[src/rtl/fb_pkg.sv]
// Shared types and default geometry for the framebuffer write scheduler.
package fb_pkg;

  localparam int unsigned DefWRes = 640;
  localparam int unsigned DefHRes = 480;
  localparam int unsigned DefCw   = 11;

  typedef enum logic [1:0] {
    StIdle,
    StClear,
    StFill
  } state_e;

  typedef struct packed {
    logic [7:0] r;
    logic [7:0] g;
    logic [7:0] b;
  } rgb_t;

endpackage

[src/rtl/fb_rect_clip.sv]
// Combinational clip of a rectangle command to the screen, with degenerate-command detect.
module fb_rect_clip
  import fb_pkg::*;
#(
  parameter int unsigned W_RES = DefWRes,
  parameter int unsigned H_RES = DefHRes,
  parameter int unsigned CW    = DefCw
) (
  input  logic [CW-1:0] x_i,
  input  logic [CW-1:0] y_i,
  input  logic [CW-1:0] w_i,
  input  logic [CW-1:0] h_i,
  output logic [CW-1:0] x0_o,
  output logic [CW-1:0] y0_o,
  output logic [CW-1:0] x1_o,
  output logic [CW-1:0] y1_o,
  output logic          empty_o
);

  localparam int unsigned CwP1 = CW + 1;
  localparam logic [CW:0] XLastW = CwP1'(W_RES - 1);
  localparam logic [CW:0] YLastW = CwP1'(H_RES - 1);
  localparam logic [CW:0] XResW  = CwP1'(W_RES);
  localparam logic [CW:0] YResW  = CwP1'(H_RES);

  logic [CW:0] x_end;
  logic [CW:0] y_end;

  always_comb begin
    // One extra bit so x+w-1 cannot wrap before the clamp.
    x_end   = {1'b0, x_i} + {1'b0, w_i} - CwP1'(1);
    y_end   = {1'b0, y_i} + {1'b0, h_i} - CwP1'(1);
    x0_o    = x_i;
    y0_o    = y_i;
    x1_o    = (x_end > XLastW) ? XLastW[CW-1:0] : x_end[CW-1:0];
    y1_o    = (y_end > YLastW) ? YLastW[CW-1:0] : y_end[CW-1:0];
    empty_o = (w_i == '0) || (h_i == '0) || ({1'b0, x_i} >= XResW) || ({1'b0, y_i} >= YResW);
  end

endmodule

[src/rtl/fb_write_sched.sv]
// Framebuffer write-port owner: full-screen clear and clipped rectangle fills, one pixel per clock.
// Optional CLEAR_PREEMPT_EN lets a clear request abort a fill in progress.
module fb_write_sched
  import fb_pkg::*;
#(
  parameter int unsigned W_RES = DefWRes,
  parameter int unsigned H_RES = DefHRes,
  parameter int unsigned CW    = DefCw
) (
  input  logic          clock,
  input  logic          reset,
  input  logic          clear_req,
  input  logic [23:0]   clear_rgb,
  input  logic          rect_valid,
  output logic          rect_ready,
  input  logic [CW-1:0] rect_x,
  input  logic [CW-1:0] rect_y,
  input  logic [CW-1:0] rect_w,
  input  logic [CW-1:0] rect_h,
  input  logic [23:0]   rect_rgb,
  output logic          wr_en,
  output logic [CW-1:0] wr_x,
  output logic [CW-1:0] wr_y,
  output logic [23:0]   wr_rgb,
  output logic          busy,
  output logic          rect_done,
  output logic          clear_done,
  output logic          rect_abort
);

  localparam logic [CW-1:0] XLast = CW'(W_RES - 1);
  localparam logic [CW-1:0] YLast = CW'(H_RES - 1);

  state_e        state_q, state_d;
  logic          pending_q, pending_d;
  logic [CW-1:0] cur_x_q, cur_x_d;
  logic [CW-1:0] cur_y_q, cur_y_d;
  logic [CW-1:0] x0_q, x0_d;
  logic [CW-1:0] x1_q, x1_d;
  logic [CW-1:0] y1_q, y1_d;
  rgb_t          rgb_q, rgb_d;
  logic          wr_en_q, wr_en_d;
  logic          busy_q, busy_d;
  logic          rect_done_q, rect_done_d;
  logic          clear_done_q, clear_done_d;
  logic          abort_d;
  logic          start_clear;

  logic [CW-1:0] clip_x0, clip_y0, clip_x1, clip_y1;
  logic          clip_empty;

  fb_rect_clip #(
    .W_RES (W_RES),
    .H_RES (H_RES),
    .CW    (CW)
  ) u_clip (
    .x_i     (rect_x),
    .y_i     (rect_y),
    .w_i     (rect_w),
    .h_i     (rect_h),
    .x0_o    (clip_x0),
    .y0_o    (clip_y0),
    .x1_o    (clip_x1),
    .y1_o    (clip_y1),
    .empty_o (clip_empty)
  );

  logic          at_row_end, at_last, nxt_last;
  logic [CW-1:0] nxt_x, nxt_y;

  always_comb begin
    at_row_end = (cur_x_q == x1_q);
    at_last    = at_row_end && (cur_y_q == y1_q);
    nxt_x      = at_row_end ? x0_q : cur_x_q + 1'b1;
    nxt_y      = at_row_end ? cur_y_q + 1'b1 : cur_y_q;
    nxt_last   = (nxt_x == x1_q) && (nxt_y == y1_q);
  end

  // Clear has priority: a same-cycle clear_req holds off the command.
  assign rect_ready = (state_q == StIdle) && !pending_q && !clear_req && !reset;

  always_comb begin
    state_d      = state_q;
    pending_d    = pending_q | (clear_req && (state_q != StClear));
    cur_x_d      = cur_x_q;
    cur_y_d      = cur_y_q;
    x0_d         = x0_q;
    x1_d         = x1_q;
    y1_d         = y1_q;
    rgb_d        = rgb_q;
    wr_en_d      = 1'b0;
    rect_done_d  = 1'b0;
    clear_done_d = 1'b0;
    abort_d      = 1'b0;
    start_clear  = 1'b0;

    unique case (state_q)
      StIdle: begin
        if (pending_q) begin
          start_clear = 1'b1;
        end else if (rect_valid && rect_ready) begin
          if (clip_empty) begin
            rect_done_d = 1'b1;
          end else begin
            state_d     = StFill;
            cur_x_d     = clip_x0;
            cur_y_d     = clip_y0;
            x0_d        = clip_x0;
            x1_d        = clip_x1;
            y1_d        = clip_y1;
            rgb_d       = rgb_t'(rect_rgb);
            wr_en_d     = 1'b1;
            rect_done_d = (clip_x0 == clip_x1) && (clip_y0 == clip_y1);
          end
        end
      end
      StFill, StClear: begin
        if (at_last) begin
          state_d = StIdle;
`ifdef CLEAR_PREEMPT_EN
        end else if ((state_q == StFill) && clear_req) begin
          start_clear = 1'b1;
          abort_d     = 1'b1;
`endif
        end else begin
          cur_x_d      = nxt_x;
          cur_y_d      = nxt_y;
          wr_en_d      = 1'b1;
          rect_done_d  = (state_q == StFill) && nxt_last;
          clear_done_d = (state_q == StClear) && nxt_last;
        end
      end
      default: state_d = StIdle;
    endcase

    if (start_clear) begin
      state_d      = StClear;
      pending_d    = 1'b0;
      cur_x_d      = '0;
      cur_y_d      = '0;
      x0_d         = '0;
      x1_d         = XLast;
      y1_d         = YLast;
      rgb_d        = rgb_t'(clear_rgb);
      wr_en_d      = 1'b1;
      clear_done_d = (XLast == '0) && (YLast == '0);
    end

    busy_d = (state_d != StIdle);
  end

  always_ff @(posedge clock) begin
    if (reset) begin
      state_q      <= StIdle;
      pending_q    <= 1'b0;
      cur_x_q      <= '0;
      cur_y_q      <= '0;
      x0_q         <= '0;
      x1_q         <= '0;
      y1_q         <= '0;
      rgb_q        <= '0;
      wr_en_q      <= 1'b0;
      busy_q       <= 1'b0;
      rect_done_q  <= 1'b0;
      clear_done_q <= 1'b0;
    end else begin
      state_q      <= state_d;
      pending_q    <= pending_d;
      cur_x_q      <= cur_x_d;
      cur_y_q      <= cur_y_d;
      x0_q         <= x0_d;
      x1_q         <= x1_d;
      y1_q         <= y1_d;
      rgb_q        <= rgb_d;
      wr_en_q      <= wr_en_d;
      busy_q       <= busy_d;
      rect_done_q  <= rect_done_d;
      clear_done_q <= clear_done_d;
    end
  end

`ifdef CLEAR_PREEMPT_EN
  logic abort_q;

  always_ff @(posedge clock) begin
    if (reset) begin
      abort_q <= 1'b0;
    end else begin
      abort_q <= abort_d;
    end
  end

  assign rect_abort = abort_q;
`else
  assign rect_abort = 1'b0;
`endif

  assign wr_en      = wr_en_q;
  assign wr_x       = cur_x_q;
  assign wr_y       = cur_y_q;
  assign wr_rgb     = rgb_q;
  assign busy       = busy_q;
  assign rect_done  = rect_done_q;
  assign clear_done = clear_done_q;

endmodule

[config.mk]
export PLATFORM = sky130hd
export DESIGN_NAME = fb_write_sched
export DESIGN_NICKNAME = d
export VERILOG_FILES = /design/src/rtl/fb_pkg.sv /design/src/rtl/fb_rect_clip.sv /design/src/rtl/fb_write_sched.sv
export SDC_FILE = /design/constraint.sdc
export NUM_CORES = 1
export LEC_CHECK = 0
export BUFFER_PORTS_ARGS = -buffer_cell sky130_fd_sc_hd__buf_2
export CAP_MARGIN = 20
export CORE_MARGIN = 2
export CORE_UTILIZATION = 40
export CTS_BUF_LIST = sky130_fd_sc_hd__clkbuf_16
export CTS_CLUSTER_DIAMETER = 40
export CTS_CLUSTER_SIZE = 25
export DETAILED_ROUTE_END_ITERATION = 16
export MAX_ROUTING_LAYER = met4
export PLACE_DENSITY = 0.65
export SETUP_SLACK_MARGIN = 0.4
export SLEW_MARGIN = 0
export SYNTH_ARGS = -nofsm -noshare
export SYNTH_HDL_FRONTEND = slang
export SYNTH_HIERARCHICAL = 1
export SYNTH_SLANG_ARGS = --single-unit
[constraint.sdc]
create_clock -name clock -period 6.4 [get_ports clock]
set_clock_uncertainty 0.2 [all_clocks]
set_input_delay 0.96 -clock clock [delete_from_list [all_inputs] [get_ports clock]]
set_output_delay 0.96 -clock clock [all_outputs]
set_load 0.03 [all_outputs]
Word level (Yosys, flattened, before mapping). Cells that the tools add are included.

Output and inout bits: 52. Register bits after elaboration: 86. Bits in latches: 0. Memories: 0. Bits in read-only memories: 0. Memory bits (writable): 0.

$lt $le $gt $ge: 4. Bitwise operators: 4. Eq/ne operators: 15. Shift operators: 0. Reduce and logical (&&, ||, !) cells: 29. Muxes and demuxes: 48. Add/sub/neg operators: 6. Divide/modulo/power cells: 0. Multipliers: 0.

Operators with widths (number): 2-to-1 mux 11 bit (12); 2-to-1 mux 24 bit (5); equality test 11 bit (6); 2-to-1 mux 10 bit (5); 2-to-1 mux 9 bit (5); one-hot mux 11 bit (2 select lines) (2); adder 11 x 11 -> 12 bit (2); subtractor 12 x 1 -> 12 bit (second input constant) (2); adder 11 x 1 -> 11 bit (second input constant) (2); logical NOT 11 bit (2); greater-than comparator 12 x 10 -> 1 bit (second input constant) (1); greater-than comparator 12 x 9 -> 1 bit (second input constant) (1); greater-or-equal comparator 11 x 10 -> 1 bit (second input constant) (1); greater-or-equal comparator 11 x 9 -> 1 bit (second input constant) (1); 2-to-1 mux 1 bit (11); logical AND 1 bit (10); 2-to-1 mux 2 bit (5); inequality test 2 bit (second input constant) (4); AND reduction 4 bit (2); nonzero test 2 bit (4); inequality test 2 x 1 -> 1 bit (second input constant) (3); AND reduction 5 bit (1); one-hot mux 1 bit (2 select lines) (2); one-hot mux 2 bit (2 select lines) (1); 9 further kinds (16).

Logic depth before layout (Yosys ltp).
Word-level depth: 10. Depth in mapped cells: 18. Mapped depth without buffers: 18.

Modules after synthesis. Netlist, hierarchy kept.

By module, submodules not included: fb_write_sched (times used 1, cells an instance 686, area each 5252.5 um^2, sequential area each 1721.7 um^2); fb_rect_clip (times used 1, cells an instance 305, area each 2072.0 um^2, sequential area each 0.0 um^2).

Worst setup path before layout. Ideal clock, no wire load.

Path kind: input-to-reg. From: input rect_y[1]. To: register rect_done_q, in the netlist rect_done. Cell stages on the path: 18. Library setup time: 0.069 ns. Arrival: 4.283 ns. Slack: 1.848 ns. Cells stage by stage: inv_1 > ha_1 > inv_1 > ha_1 > inv_1 > fa_1 > nor2b_4 > o2111a_2 > o311ai_2 > a211o_1 > a211oi_4 > nand3_1 > xnor2_1 > nand4_1 > nor4_1 > a41oi_1 > or4_1 > o21ai_1.

Word-level cells in the longest chain between the ends: 10. Elaborated cells on any way between the ends: 12.

Ends and longest elaborated chain: start: declaration (RTL line fb_write_sched.sv:17) `input logic [CW-1:0] rect_y,`; adder 11 x 11 -> 12 bit (*) (RTL line fb_rect_clip.sv:32) `y_end = {1'b0, y_i} + {1'b0, h_i} - CwP1'(1);`; subtractor 12 x 1 -> 12 bit (*) (RTL line fb_rect_clip.sv:32); greater-than comparator 12 x 9 -> 1 bit (RTL line fb_rect_clip.sv:36) `y1_o = (y_end > YLastW) ? YLastW[CW-1:0] : y_end[CW-1:0];`; 2-to-1 mux 11 bit (*) (RTL line fb_rect_clip.sv:36); named net clip_y1[3] (RTL line fb_write_sched.sv:49) `logic [CW-1:0] clip_x0, clip_y0, clip_x1, clip_y1;`; equality test 11 bit (*) (RTL line fb_write_sched.sv:113) `rect_done_d = (clip_x0 == clip_x1) && (clip_y0 == clip_y1);`; logical AND 1 bit (*) (RTL line fb_write_sched.sv:113); 2-to-1 mux 1 bit (*) (RTL line fb_write_sched.sv:102) `if (clip_empty) begin`; 2-to-1 mux 1 bit (*) (RTL line fb_write_sched.sv:101) `end else if (rect_valid && rect_ready) begin`; 2-to-1 mux 1 bit (*) (RTL line fb_write_sched.sv:99) `if (pending_q) begin`; one-hot mux 1 bit (2 select lines) (*) (RTL line fb_write_sched.sv:97) `unique case (state_q)`; end signal: assignment (RTL line fb_write_sched.sv:177) `rect_done_q <= rect_done_d;`; end: declaration (RTL line fb_write_sched.sv:44) `logic rect_done_q, rect_done_d;`.

The timed path passes the listed nets; every way through them passes the cells marked *. A chain may end at the register's enable or synchronous reset.

Final worst setup path.
From: input rect_y[6]. To: register rect_done_q, in the netlist rect_done.

Word-level cells in the longest chain between the ends: 10. Elaborated cells on any way between the ends: 12.

Ends and longest elaborated chain (RTL line): adder 11 x 11 -> 12 bit (fb_rect_clip.sv:32); subtractor 12 x 1 -> 12 bit (fb_rect_clip.sv:32); greater-than comparator 12 x 9 -> 1 bit (fb_rect_clip.sv:36); 2-to-1 mux 11 bit (fb_rect_clip.sv:36); named net clip_y1[0] (fb_write_sched.sv:49); equality test 11 bit (fb_write_sched.sv:113); logical AND 1 bit (fb_write_sched.sv:113); 2-to-1 mux 1 bit (fb_write_sched.sv:102); 2-to-1 mux 1 bit (fb_write_sched.sv:101); 2-to-1 mux 1 bit (fb_write_sched.sv:99); one-hot mux 1 bit (2 select lines) (fb_write_sched.sv:97).

The timed path passes the listed nets, and every way through them passes these cells.

==> flow_summary.toml <==
[detailed_routing]
drt_iter0_drc = 538
wl_per_cell_um = 16.4
viasPerCell = 5.44
routed_wl_mm = 21.5
drc = 0
dr.pass1.iters = 5
via_count = 7116
drtAntennaViolNets = 0

[worst_setup_path]
crit_arrival_ns = 4.78
r2r_cells = 11
cp.depth = 17
crit_path_start = "rect_y[6]"
path_delay_family = "compound AO/OA/AOI/OAI gates"
crit_path_max_incr_delay_ns = 0.50
crit_path_end = "rect_done$_SDFF_PP0_"
critPathMaxFanout = 9
slowest_stage = "a211oi_1"
critPathLaunchType = "input port"
critPathCaptureType = "flip-flop"
critical_path_class = "in -> reg"
required_ns = 6.47
worstPathCellList = "buf_2, inv_1, ha_1, inv_1, ha_1, a211oi_1, o21bai_4, mux2i_1, a211o_1, a211oi_4, nand3_1, xnor2_1, nand4_1, nor4_1, a41oi_1, or4_1, o21ai_1"
regToRegSetupSlack_ns = 2.82
cp_num_buf_inv = 3
r2r_end = "wr_x[10]$_SDFFE_PP0P_"
r2r-start = "state_q[0]$_SDFF_PP0_"

[logic_synthesis]
ys_warn_count = 6
synthCells = 991
synth_edf_count = 0
synth-main-ff-cell = "dfxtp_1"
ys_async_sr_fraction_pct = 0
syn_area_per_cell_sq_um = 7.39
ys_types = 82
synth_seq_cells = 86
netlist_area_sq_um = 7320
seq_area_frac_synth_pct = 23.5

[sta]
period_minus_slack_ns = 4.71
grt_setup_unrepaired = "no"
worst_pin_slew_ns = 1.05
finalSetupViolCount = 0
finalCritPeriodShare_pct = 73.6
max_freq_ghz = 0.212
slew_headroom_pct = 30.1
hold_violations = 0
tns_ns = 0
slew_viol_final = 0

[hold_path]
hp-class = "reg -> reg"

[floorplanning]
pin_count = 148
fp.dieArea_sq_um = 19400
rows = 49
die_w_um = 139
die_y_um = 139
initial_core_util_pct = 40.8
core_sq_um = 18000

[cts]
cts_resized = 0
numCtsBuffers = 9
postCtsHoldBufs = 0
clkSlewWorstSetupHoldPaths_ns = 0.07
post_cts.repair.setup_buffers = 0
cts_tree = "yes"
htree_levels = 3
cts_max_path_buffers = 2
root_buffer = "clkbuf_16"
cts.sinks = 86
clk_latency_ns = 0.34

[placement]
place_inst = 1293
place.gp.congestion = 0.928
port-buffer-count = 146
hpwl_mm = 16.3
placed_area_sq_um = 7960

[cells_and_area]
fin_nets = 1222
n_antenna_cell = 0
fillers = 1856
finalNonFillerCells = 1309
final_cell_area_sq_um = 8290
area_growth_pct = 13.1
drive_gt1_share_pct = 18.1
final_common_cell = "buf_2"
final_cell_mix = "146 x buf_2, 105 x inv_1, 101 x nand2_1, 101 x nor2_1, 86 x dfxtp_1"

[pwr]
p_total_mw = 2.08
ir_drop_uv = 148
p_per_area_nw_per_um2 = 251
p_leak_nw = 3.51

[grt]
antenna_found_initial = 0
grt_max_degree = 65
grt.overflow.total = 0
grt_pass1_wl_mm = 34.6
first_global_vias = 6538
grt_usage_pct = 22.4

[outcome]
status = "finished, final reports clean"

[flow_run]
max_cap_violations = 0
per-layer routing:
metal / track usage, % / vias up / part of all wire (%)
met5: - / - / 0
met4: 5.90 / 0 / 2.0
met3: 2.58 / 32 / 6.3
met2: 37.0 / 252 / 47
met1: 29.2 / 3266 / 44
li1: - / 3566 / -
flip-flops by register name, indices dropped and copies added, names as in the netlist:
name and cells:
y1_q 11, pending_q 1, rect_done 1, x1_q 11, wr_y 11, wr_rgb 24, wr_x 11, x0_q 11
clear_done 1, state_q 2, wr_en 1, busy 1
cells in the mapped netlist, drive strengths merged, types with 3 or more instances:
cell,n,area (sq um)
a21oi,47,235
nand2,101,379
a21o,10,75.1
o22ai,5,31.3
nor2b,8,57.6
buf,54,377
nand3,58,290
and2,7,43.8
and3,5,31.3
a311oi,24,210
a31oi,9,56.3
inv,105,394
xnor2,59,543
a2111oi,3,45.1
o21ai,35,179
nand4,19,125
nor3,30,155
ha,49,613
o211ai,3,22.5
a211o,3,26.3
nor2,101,379
xor2,23,201
clkbuf,31,116
a211oi,18,148
nand2b,4,25.0
mux2i,13,130
o21a,3,22.5
nor4,13,81.3
o31ai,4,30.0
nand3b,3,22.5
a22oi,6,55.1
or3,5,36.3
nor4b,4,41.3
dfxtp,86,1720
o21bai,3,33.8
cells by family (layout without fill, tap and decap cells):
| group | Yosys count | count (layout) | synth area share (%) |
|---|---|---|---|
| xor+xnor | 82 | 82 | 10.2 |
| mux | 13 | 13 | 1.78 |
| simple gates | 370 | 370 | 24.2 |
| fa+ha+maj | 51 | 51 | 8.92 |
| compound gates | 197 | 197 | 19.3 |
| other cells | 2 | 4 | 0.103 |
| buf+inv | 190 | 277 | 12.1 |
| flops | 86 | 86 | 23.5 |
worst min-delay path, cell delays in order, from the launching register on:
cell     delay, ns
dfxtp_1       0.32
nand2_1       0.05
a21oi_1       0.05
metrics by stage:
step                      util, %  hold WS, ns  setup WS, ns
after global routing         46.1        0.306          1.28
after floorplan                 -        0.236          1.85
after detailed placement     44.3        0.258          1.37
final                        46.1        0.275          1.69
after CTS                    46.1        0.274          1.72
after global placement       44.2        0.252          1.48
report_power, final:
group / total [mW] / switching, mW / internal (mW)
combinational: 0.856 / 0.534 / 0.321
clock: 0.591 / 0.242 / 0.349
sequential: 0.633 / 0.0510 / 0.582
total: 2.08 / 0.827 / 1.25
how the worst min path moves through the flow:
stage               depth (start not counted)                  start                     to  slack [ns]
global route                                2   y1_q[9]$_SDFFE_PP0P_   y1_q[9]$_SDFFE_PP0P_        0.31
finish                                      2  y1_q[10]$_SDFFE_PP0P_  y1_q[10]$_SDFFE_PP0P_        0.27
detailed placement                          2   x0_q[4]$_SDFFE_PP0P_   x0_q[4]$_SDFFE_PP0P_        0.26
global placement                            2   x0_q[4]$_SDFFE_PP0P_   x0_q[4]$_SDFFE_PP0P_        0.25
CTS                                         2   x0_q[4]$_SDFFE_PP0P_   x0_q[4]$_SDFFE_PP0P_        0.27
floorplan                                   2   x0_q[4]$_SDFFE_PP0P_   x0_q[4]$_SDFFE_PP0P_        0.24
layout make-up:
class                   count  area, sq um  area share (%)
repair buffers            156          813            9.81
inverters                 105          394            4.76
multi-input cells         717         4740            57.2
clock buffers               9          225            2.72
well taps                 229          287            3.46
clock inverters             7          105            1.27
flip-flops and latches     86         1720            20.8
Power figures use the tool's default switching activity.
